==> config.mk <==
export PLATFORM = sky130hd
export DESIGN_NAME = train_sequencer
export DESIGN_NICKNAME = d
export VERILOG_FILES = /design/src/rtl/train_pkg.sv /design/src/rtl/seq_counter.sv /design/src/rtl/train_sequencer.sv
export SDC_FILE = /design/constraint.sdc
export NUM_CORES = 1
export LEC_CHECK = 0
export CAP_MARGIN = 15
export CORE_MARGIN = 4
export CORE_UTILIZATION = 40
export DETAILED_ROUTE_END_ITERATION = 7
export GPL_ROUTABILITY_DRIVEN = 0
export PLACE_DENSITY = 0.6
export SLEW_MARGIN = 20
export SYNTH_ARGS = -nofsm -noshare
export SYNTH_HDL_FRONTEND = slang
export SYNTH_SLANG_ARGS = --single-unit
export TNS_END_PERCENT = 20
==> constraint.sdc <==
create_clock -name clk -period 7.9 [get_ports clk]
set_clock_uncertainty 0.15 [all_clocks]
set_input_delay 0.79 -clock clk [delete_from_list [all_inputs] [get_ports clk]]
set_output_delay 0.79 -clock clk [all_outputs]
set_load 0.02 [all_outputs]
==> src/rtl/train_pkg.sv <==
// Shared types and constants for the training sequencer: FSM state
// encoding, the drain-length multiplier and the index-width helper.
package train_pkg;

    typedef enum logic [2:0] {
        IDLE,
        LOAD_W,
        FEED,
        DRAIN,
        COST,
        UPDATE,
        DONE
    } seq_state_t;

    // The array needs 2*SIZE idle cycles to flush a layer's partial sums.
    localparam int DRAIN_MULT = 2;

    // Width of an index into n entries, never narrower than one bit.
    function automatic int idx_w(input int n);
        return (n > 1) ? $clog2(n) : 1;
    endfunction

endpackage

==> src/rtl/seq_counter.sv <==
// Up-counter used for the sequencer's row, drain, layer and update
// indices. Counts 0..MAX on enable, wraps, and flags the terminal value.
module seq_counter #(
    parameter int MAX = 1,
    parameter int W   = 1
) (
    input  logic         clk,
    input  logic         reset,
    input  logic         clr,
    input  logic         en,
    output logic [W-1:0] count,
    output logic         tc
);

    // Count register: clear wins over enable, wrap after the terminal value.
    always_ff @(posedge clk) begin
        // NOTE: flops are written with non-blocking assignments only, so every
        // always_ff sees the pre-edge value of every other register.
        if (reset || clr) begin
            count <= '0;
        end else if (en) begin
            count <= tc ? '0 : count + 1'b1;
        end
    end

    assign tc = (count == W'(MAX));

endmodule

==> src/rtl/train_sequencer.sv <==
// Training sequencer for the systolic-array trainer. Walks every layer of
// every epoch through LOAD_W, FEED, DRAIN, then COST and UPDATE, driving
// the weight-storage, input-storage and array strobes from registers.
// Optional build macro TRAIN_SEQ_PERF_EN adds busy/stall cycle counters.
module train_sequencer
    import train_pkg::*;
#(
    parameter int SIZE    = 3,
    parameter int LAYERS  = 2,
    parameter int EPOCH_W = 8
) (
    input  logic                        clk,
    input  logic                        reset,
    input  logic                        start,
    input  logic [EPOCH_W-1:0]          cfg_epochs,
    input  logic                        i_valid,
    output logic                        busy,
    output logic                        done,
    output logic [EPOCH_W-1:0]          epoch_left,
    output logic [idx_w(LAYERS)-1:0]    w_layer_index,
    output logic [idx_w(SIZE)-1:0]      w_row_index,
    output logic                        is_load,
    output logic                        load_w,
    output logic                        i_is_load,
    output logic                        use_z,
    output logic                        backprop_cost,
    output logic                        is_update
`ifdef TRAIN_SEQ_PERF_EN
    ,
    output logic [31:0]                 perf_busy_cycles,
    output logic [31:0]                 perf_stall_cycles
`endif
);

    localparam int LW = idx_w(LAYERS);
    localparam int RW = idx_w(SIZE);
    localparam int DW = idx_w(DRAIN_MULT * SIZE);
    localparam int UW = idx_w(LAYERS * SIZE);

    seq_state_t state, state_nxt;

    logic [RW-1:0] row_cnt, row_nxt;
    logic [DW-1:0] drain_cnt;
    logic [LW-1:0] layer_cnt, layer_nxt;
    logic [UW-1:0] upd_cnt, upd_nxt;
    logic row_clr, row_en, row_tc;
    logic drain_clr, drain_en, drain_tc;
    logic layer_clr, layer_en, layer_tc;
    logic upd_clr, upd_en, upd_tc;

    logic [EPOCH_W-1:0] epoch_nxt;
    logic               feed_beat;

    logic          busy_d, done_d, is_load_d, load_w_d, i_is_load_d;
    logic          use_z_d, backprop_cost_d, is_update_d;
    logic [LW-1:0] w_layer_d;
    logic [RW-1:0] w_row_d;

    // Drain length only matters through its terminal flag.
    logic drain_cnt_unused;
    assign drain_cnt_unused = ^drain_cnt;

    seq_counter #(.MAX(SIZE - 1), .W(RW)) u_row (
        .clk(clk), .reset(reset), .clr(row_clr), .en(row_en),
        .count(row_cnt), .tc(row_tc)
    );
    seq_counter #(.MAX(DRAIN_MULT * SIZE - 1), .W(DW)) u_drain (
        .clk(clk), .reset(reset), .clr(drain_clr), .en(drain_en),
        .count(drain_cnt), .tc(drain_tc)
    );
    seq_counter #(.MAX(LAYERS - 1), .W(LW)) u_layer (
        .clk(clk), .reset(reset), .clr(layer_clr), .en(layer_en),
        .count(layer_cnt), .tc(layer_tc)
    );
    seq_counter #(.MAX(LAYERS * SIZE - 1), .W(UW)) u_upd (
        .clk(clk), .reset(reset), .clr(upd_clr), .en(upd_en),
        .count(upd_cnt), .tc(upd_tc)
    );

    // A layer-0 feed beat happens only when this cycle's pop strobe is up;
    // deeper layers consume z every cycle.
    assign feed_beat = (layer_cnt != '0) || i_is_load;

    // Index values the counters will hold next cycle, used to register outputs.
    assign row_nxt   = row_clr   ? '0 : (row_en   ? row_cnt   + 1'b1 : row_cnt);
    assign layer_nxt = layer_clr ? '0 : (layer_en ? layer_cnt + 1'b1 : layer_cnt);
    assign upd_nxt   = upd_clr   ? '0 : (upd_en   ? upd_cnt   + 1'b1 : upd_cnt);

    // State register.
    always_ff @(posedge clk) begin
        if (reset) state <= IDLE;
        else       state <= state_nxt;
    end

    // Next-state and counter control.
    always_comb begin
        // NOTE: every signal gets a default before the case so no path
        // through this block infers a latch.
        state_nxt = state;
        epoch_nxt = epoch_left;
        row_clr   = 1'b0; row_en   = 1'b0;
        drain_clr = 1'b0; drain_en = 1'b0;
        layer_clr = 1'b0; layer_en = 1'b0;
        upd_clr   = 1'b0; upd_en   = 1'b0;
        case (state)
            IDLE: begin
                if (start) begin
                    if (cfg_epochs != '0) begin
                        state_nxt = LOAD_W;
                        epoch_nxt = cfg_epochs;
                        row_clr   = 1'b1;
                        layer_clr = 1'b1;
                        drain_clr = 1'b1;
                        upd_clr   = 1'b1;
                    end else begin
                        state_nxt = DONE;
                    end
                end
            end
            LOAD_W: begin
                if (row_tc) begin
                    state_nxt = FEED;
                    row_clr   = 1'b1;
                end else begin
                    row_en = 1'b1;
                end
            end
            FEED: begin
                if (feed_beat) begin
                    if (row_tc) begin
                        state_nxt = DRAIN;
                        row_clr   = 1'b1;
                        drain_clr = 1'b1;
                    end else begin
                        row_en = 1'b1;
                    end
                end
            end
            DRAIN: begin
                if (drain_tc) begin
                    drain_clr = 1'b1;
                    row_clr   = 1'b1;
                    if (layer_tc) begin
                        state_nxt = COST;
                    end else begin
                        state_nxt = LOAD_W;
                        layer_en  = 1'b1;
                    end
                end else begin
                    drain_en = 1'b1;
                end
            end
            COST: begin
                if (row_tc) begin
                    state_nxt = UPDATE;
                    row_clr   = 1'b1;
                    upd_clr   = 1'b1;
                end else begin
                    row_en = 1'b1;
                end
            end
            UPDATE: begin
                if (upd_tc) begin
                    upd_clr   = 1'b1;
                    row_clr   = 1'b1;
                    layer_clr = 1'b1;
                    epoch_nxt = epoch_left - 1'b1;
                    state_nxt = (epoch_left == EPOCH_W'(1)) ? DONE : LOAD_W;
                end else begin
                    upd_en = 1'b1;
                end
            end
            DONE:    state_nxt = IDLE;
            default: state_nxt = IDLE;
        endcase
    end

    // Decode next cycle's strobes and indices from the next state.
    always_comb begin
        busy_d          = 1'b0;
        done_d          = 1'b0;
        is_load_d       = 1'b0;
        load_w_d        = 1'b0;
        i_is_load_d     = 1'b0;
        use_z_d         = 1'b0;
        backprop_cost_d = 1'b0;
        is_update_d     = 1'b0;
        w_layer_d       = '0;
        w_row_d         = '0;
        case (state_nxt)
            LOAD_W: begin
                busy_d    = 1'b1;
                is_load_d = 1'b1;
                load_w_d  = 1'b1;
                w_layer_d = layer_nxt;
                w_row_d   = row_nxt;
            end
            FEED: begin
                busy_d    = 1'b1;
                w_layer_d = layer_nxt;
                w_row_d   = row_nxt;
                if (layer_nxt == '0) i_is_load_d = i_valid;
                else                 use_z_d     = 1'b1;
            end
            DRAIN: busy_d = 1'b1;
            COST: begin
                busy_d          = 1'b1;
                backprop_cost_d = 1'b1;
                use_z_d         = 1'b1;
                w_layer_d       = LW'(LAYERS - 1);
                w_row_d         = row_nxt;
            end
            UPDATE: begin
                busy_d      = 1'b1;
                is_update_d = 1'b1;
                w_layer_d   = LW'(32'(upd_nxt) / SIZE);
                w_row_d     = RW'(32'(upd_nxt) % SIZE);
            end
            DONE:    done_d = 1'b1;
            default: ;
        endcase
    end

    // Output registers; reset drops every strobe immediately.
    always_ff @(posedge clk) begin
        if (reset) begin
            busy          <= 1'b0;
            done          <= 1'b0;
            epoch_left    <= '0;
            w_layer_index <= '0;
            w_row_index   <= '0;
            is_load       <= 1'b0;
            load_w        <= 1'b0;
            i_is_load     <= 1'b0;
            use_z         <= 1'b0;
            backprop_cost <= 1'b0;
            is_update     <= 1'b0;
        end else begin
            busy          <= busy_d;
            done          <= done_d;
            epoch_left    <= epoch_nxt;
            w_layer_index <= w_layer_d;
            w_row_index   <= w_row_d;
            is_load       <= is_load_d;
            load_w        <= load_w_d;
            i_is_load     <= i_is_load_d;
            use_z         <= use_z_d;
            backprop_cost <= backprop_cost_d;
            is_update     <= is_update_d;
        end
    end

`ifdef TRAIN_SEQ_PERF_EN
    // Saturating busy and input-stall counters, cleared on each accepted start.
    always_ff @(posedge clk) begin
        if (reset || (state == IDLE && start)) begin
            perf_busy_cycles  <= '0;
            perf_stall_cycles <= '0;
        end else begin
            if (busy && perf_busy_cycles != '1)
                perf_busy_cycles <= perf_busy_cycles + 32'd1;
            if (state == FEED && layer_cnt == '0 && !i_valid && perf_stall_cycles != '1)
                perf_stall_cycles <= perf_stall_cycles + 32'd1;
        end
    end
`else
    // Default build carries no performance counters.
`endif

endmodule

==> impl_metrics.tcl <==
set metrics [dict create \
    status "finished, final reports clean" \
    drtIter0Drc 109 \
    wl_met2_um 2120 \
    finalCriticalPeriod_ps 3250 \
    fin_crit_sh_pct 41.1 \
    crit_path_max_incr_delay_ps 470 \
    hold_class "flop to flop" \
    avgSynthCellArea_um2 8.18 \
    r2r_cells 10 \
    initial_core_util_pct 41.9 \
    r2r_start "state[0]" \
    synthDistinctLibCells 51 \
    drtAntennaViolNets 0 \
    critPathTopFamily "compound AO/OA/AOI/OAI gates" \
    setup_tns_ps 0 \
    synth_edf_count 0 \
    synth_seq_cells 30 \
    via_count 1707 \
    syn_nets 246 \
    total_power_w 0.000387 \
    fin_ws_ps 4650 \
    drc 0 \
    syn_area_um2 1850 \
    worstSetupPathType "input pin to flop" \
    clock_latency_ps 280 \
    grtUsageTotal_pct 16.6 \
    async_reset_ff_share_pct 0 \
    p_leak_nw 0.875 \
    die_y_um 76.0 \
    cts_root_buf "clkbuf_8" \
    nets 274 \
    syn_inst 226 \
    clockBufferDepth 2 \
    cp_cell_sequence "clkdlybuf4s50_1 > nor4_4 > a21oi_2 > a211oi_1 > ha_1 > nor2_1 > a2111oi_0 > mux2i_1 > o32ai_1 > a21o_1" \
    hp-start "u_row.count[0]" \
    fp-row-count 24 \
    relSlewSlack_pct 48.2 \
    tightest_slew_ps 772 \
    port_buffers 30 \
    grt_pass1_wl_um 8050 \
    met3WireLength_um 182 \
    cts_sinks 30 \
    area_growth_pct 23.7 \
    grt_overflow_total 0 \
    synth_warnings 0 \
    first_pass_iters 4 \
    routed.top_layer "met4" \
    die_area_um2 5780 \
    dp_hpwl_um 3400 \
    grt_max_degree 25 \
    avgViaCountPerCell 5.58 \
    h-tree-depth 2 \
    die_w_um 76.0 \
    worst-r2r-setup-slack_ps 4740 \
    pwr_density_cell_nw_per_um2 169 \
    vdd_drop_max_mv 0.115 \
    hold_violations 0 \
    fillers 450 \
    io_pins 31 \
    maxSlewViolCount 0 \
    final_layout_size_suffix_gt1_share_pct 7.09 \
    final-setup-viol-count 0 \
    coreArea_um2 4410 \
    cp-end-kind "flop" \
    path_buf_inv 1 \
    start_kind "input pin" \
    min_delay_worst_endpoint "u_row.count[0]" \
    maxClockFrequency_mhz 308 \
    cts_hold_buffers 0 \
    rr_endpoint "w_row_index[1]" \
    critPathMaxFanout 4 \
    cts_made_buffers 5 \
    cts_tree "done" \
    worstHoldPathCells 2 \
    routed_wl_um 4600 \
    arrival_ps 3330 \
    cts_setup_buffers 0 \
    antenna_found_initial 0 \
    cp_slowest_cell "clkdlybuf4s50_1" \
    cts_resized 0 \
    wl_per_cell_um 15.0 \
    synth_ff_type "dfxtp_1" \
    ys_seq_area_share_pct 32.5 \
    rsz0062_at_grt "no" \
    wl_met1_um 2260 \
    max_cap_violations 0 \
    clkTransAtPathRegs_ps 70 \
    post-place-ws_ps 4420 \
    num_antenna_cells 0 \
    first_global_vias 1688 \
    cp.required_ps 7980 \
]
layout make-up:
cell class	instances	area (um^2)	area share, %
clock buffers	6	82.6	3.61
inverters	12	45.0	1.97
multi-input cells	174	1160	50.6
well taps	52	65.1	2.84
flip-flops and latches	30	601	26.2
clock inverters	1	30.0	1.31
repair buffers	31	308	13.4
layer usage:
metal | GRT usage [%] | vias to the layer above
met3 | 3.43 | 4
met4 | 4.80 | 0
met1 | 22.9 | 790
met2 | 25.9 | 40
li1 | - | 873
met5 | 0 | -
state kept, by name, summed over array words and instances, names as in the netlist:
register,flops
epoch_left,8
state,3
u_drain.count,3
u_upd.count,3
u_row.count,2
w_row_index,2
backprop_cost,1
busy,1
done,1
i_is_load,1
is_update,1
load_w,1
u_layer.count,1
use_z,1
w_layer_index,1
worst max path at each step:
stage | start | end | slack [ps] | cells after the start
2_1_floorplan | start | w_row_index[1] | 5110 | 10
3_3_place_gp | cfg_epochs[0] | w_row_index[1] | 4400 | 10
4_1_cts | cfg_epochs[0] | w_row_index[1] | 4680 | 10
6_report | cfg_epochs[0] | w_row_index[1] | 4650 | 10
5_1_grt | state[0] | w_row_index[1] | 4380 | 10
3_5_place_dp | cfg_epochs[0] | w_row_index[1] | 4420 | 10
worst register-to-register path, stage by stage, from the launching register on:
cell,delay (ps)
dfxtp_1,640
nand3b_2,390
a21oi_1,460
xnor2_1,190
nor2_1,120
ha_1,220
nor2_1,60
a2111oi_0,420
mux2i_1,140
o32ai_1,160
a21o_1,150
cells by family after synthesis:
kind of cell | count (synthesis) | synth area share, %
buf+inv | 22 | 4.94
mux | 6 | 3.32
flops | 30 | 32.5
compound gates | 57 | 20.4
fa+ha+maj | 8 | 5.41
simple gates | 97 | 30.6
xor+xnor | 6 | 2.84
where the power goes:
part	total [W]	switching (W)	internal (W)
logic	0.0000634	0.0000345	0.0000289
registers	0.000163	0.00000677	0.000156
clock network	0.000160	0.0000593	0.000101
cell usage in the layout (no fill, tap or decap), types with 2 or more instances in the layout:
| master | instances |
|---|---|
| a2111oi_0 | 2 |
| a211o_1 | 2 |
| a211oi_1 | 5 |
| a21o_1 | 2 |
| a21oi_1 | 20 |
| a22oi_1 | 2 |
| a311oi_1 | 2 |
| and2_1 | 2 |
| and3b_1 | 2 |
| and4b_1 | 2 |
| clkbuf_8 | 6 |
| clkdlybuf4s50_1 | 30 |
| dfxtp_1 | 30 |
| ha_1 | 8 |
| inv_1 | 12 |
| mux2i_1 | 5 |
| nand2_1 | 10 |
| nand2b_1 | 7 |
| nand3_1 | 3 |
| nand4_1 | 2 |
| nor2_1 | 31 |
| nor2b_1 | 9 |
| nor3_1 | 10 |
| nor4_1 | 6 |
| nor4_4 | 2 |
| o2111ai_1 | 2 |
| o21ai_0 | 8 |
| o31ai_1 | 2 |
| or2_2 | 2 |
| or4_1 | 2 |
| xnor2_1 | 4 |
| xor2_1 | 2 |
synthesized netlist by cell type (3+ instances only):
cell | number | area [um^2]
inv_1 | 12 | 45.0
nand2_1 | 10 | 37.5
ha_1 | 8 | 100
nor2b_1 | 9 | 56.3
mux2i_1 | 5 | 50.1
a21oi_1 | 20 | 100
nor4_1 | 6 | 37.5
nand2b_1 | 7 | 43.8
nand3_1 | 3 | 15.0
nor2_1 | 31 | 116
dfxtp_1 | 30 | 601
buf_2 | 4 | 20.0
nor3_1 | 10 | 50.1
xnor2_1 | 4 | 35.0
o21ai_0 | 8 | 40.0
clkbuf_1 | 5 | 18.8
a211oi_1 | 5 | 37.5
stage by stage:
stage	instances	util [%]	hold slack, ps	area (um^2)
after floorplan	226	-	343	1850
after global placement	299	49.3	377	2180
after detailed placement	299	49.3	376	2180
after CTS	306	51.8	389	2290
after global routing	306	51.8	426	2290
final	306	51.8	378	2290
Power figures use the tool's default switching activity.
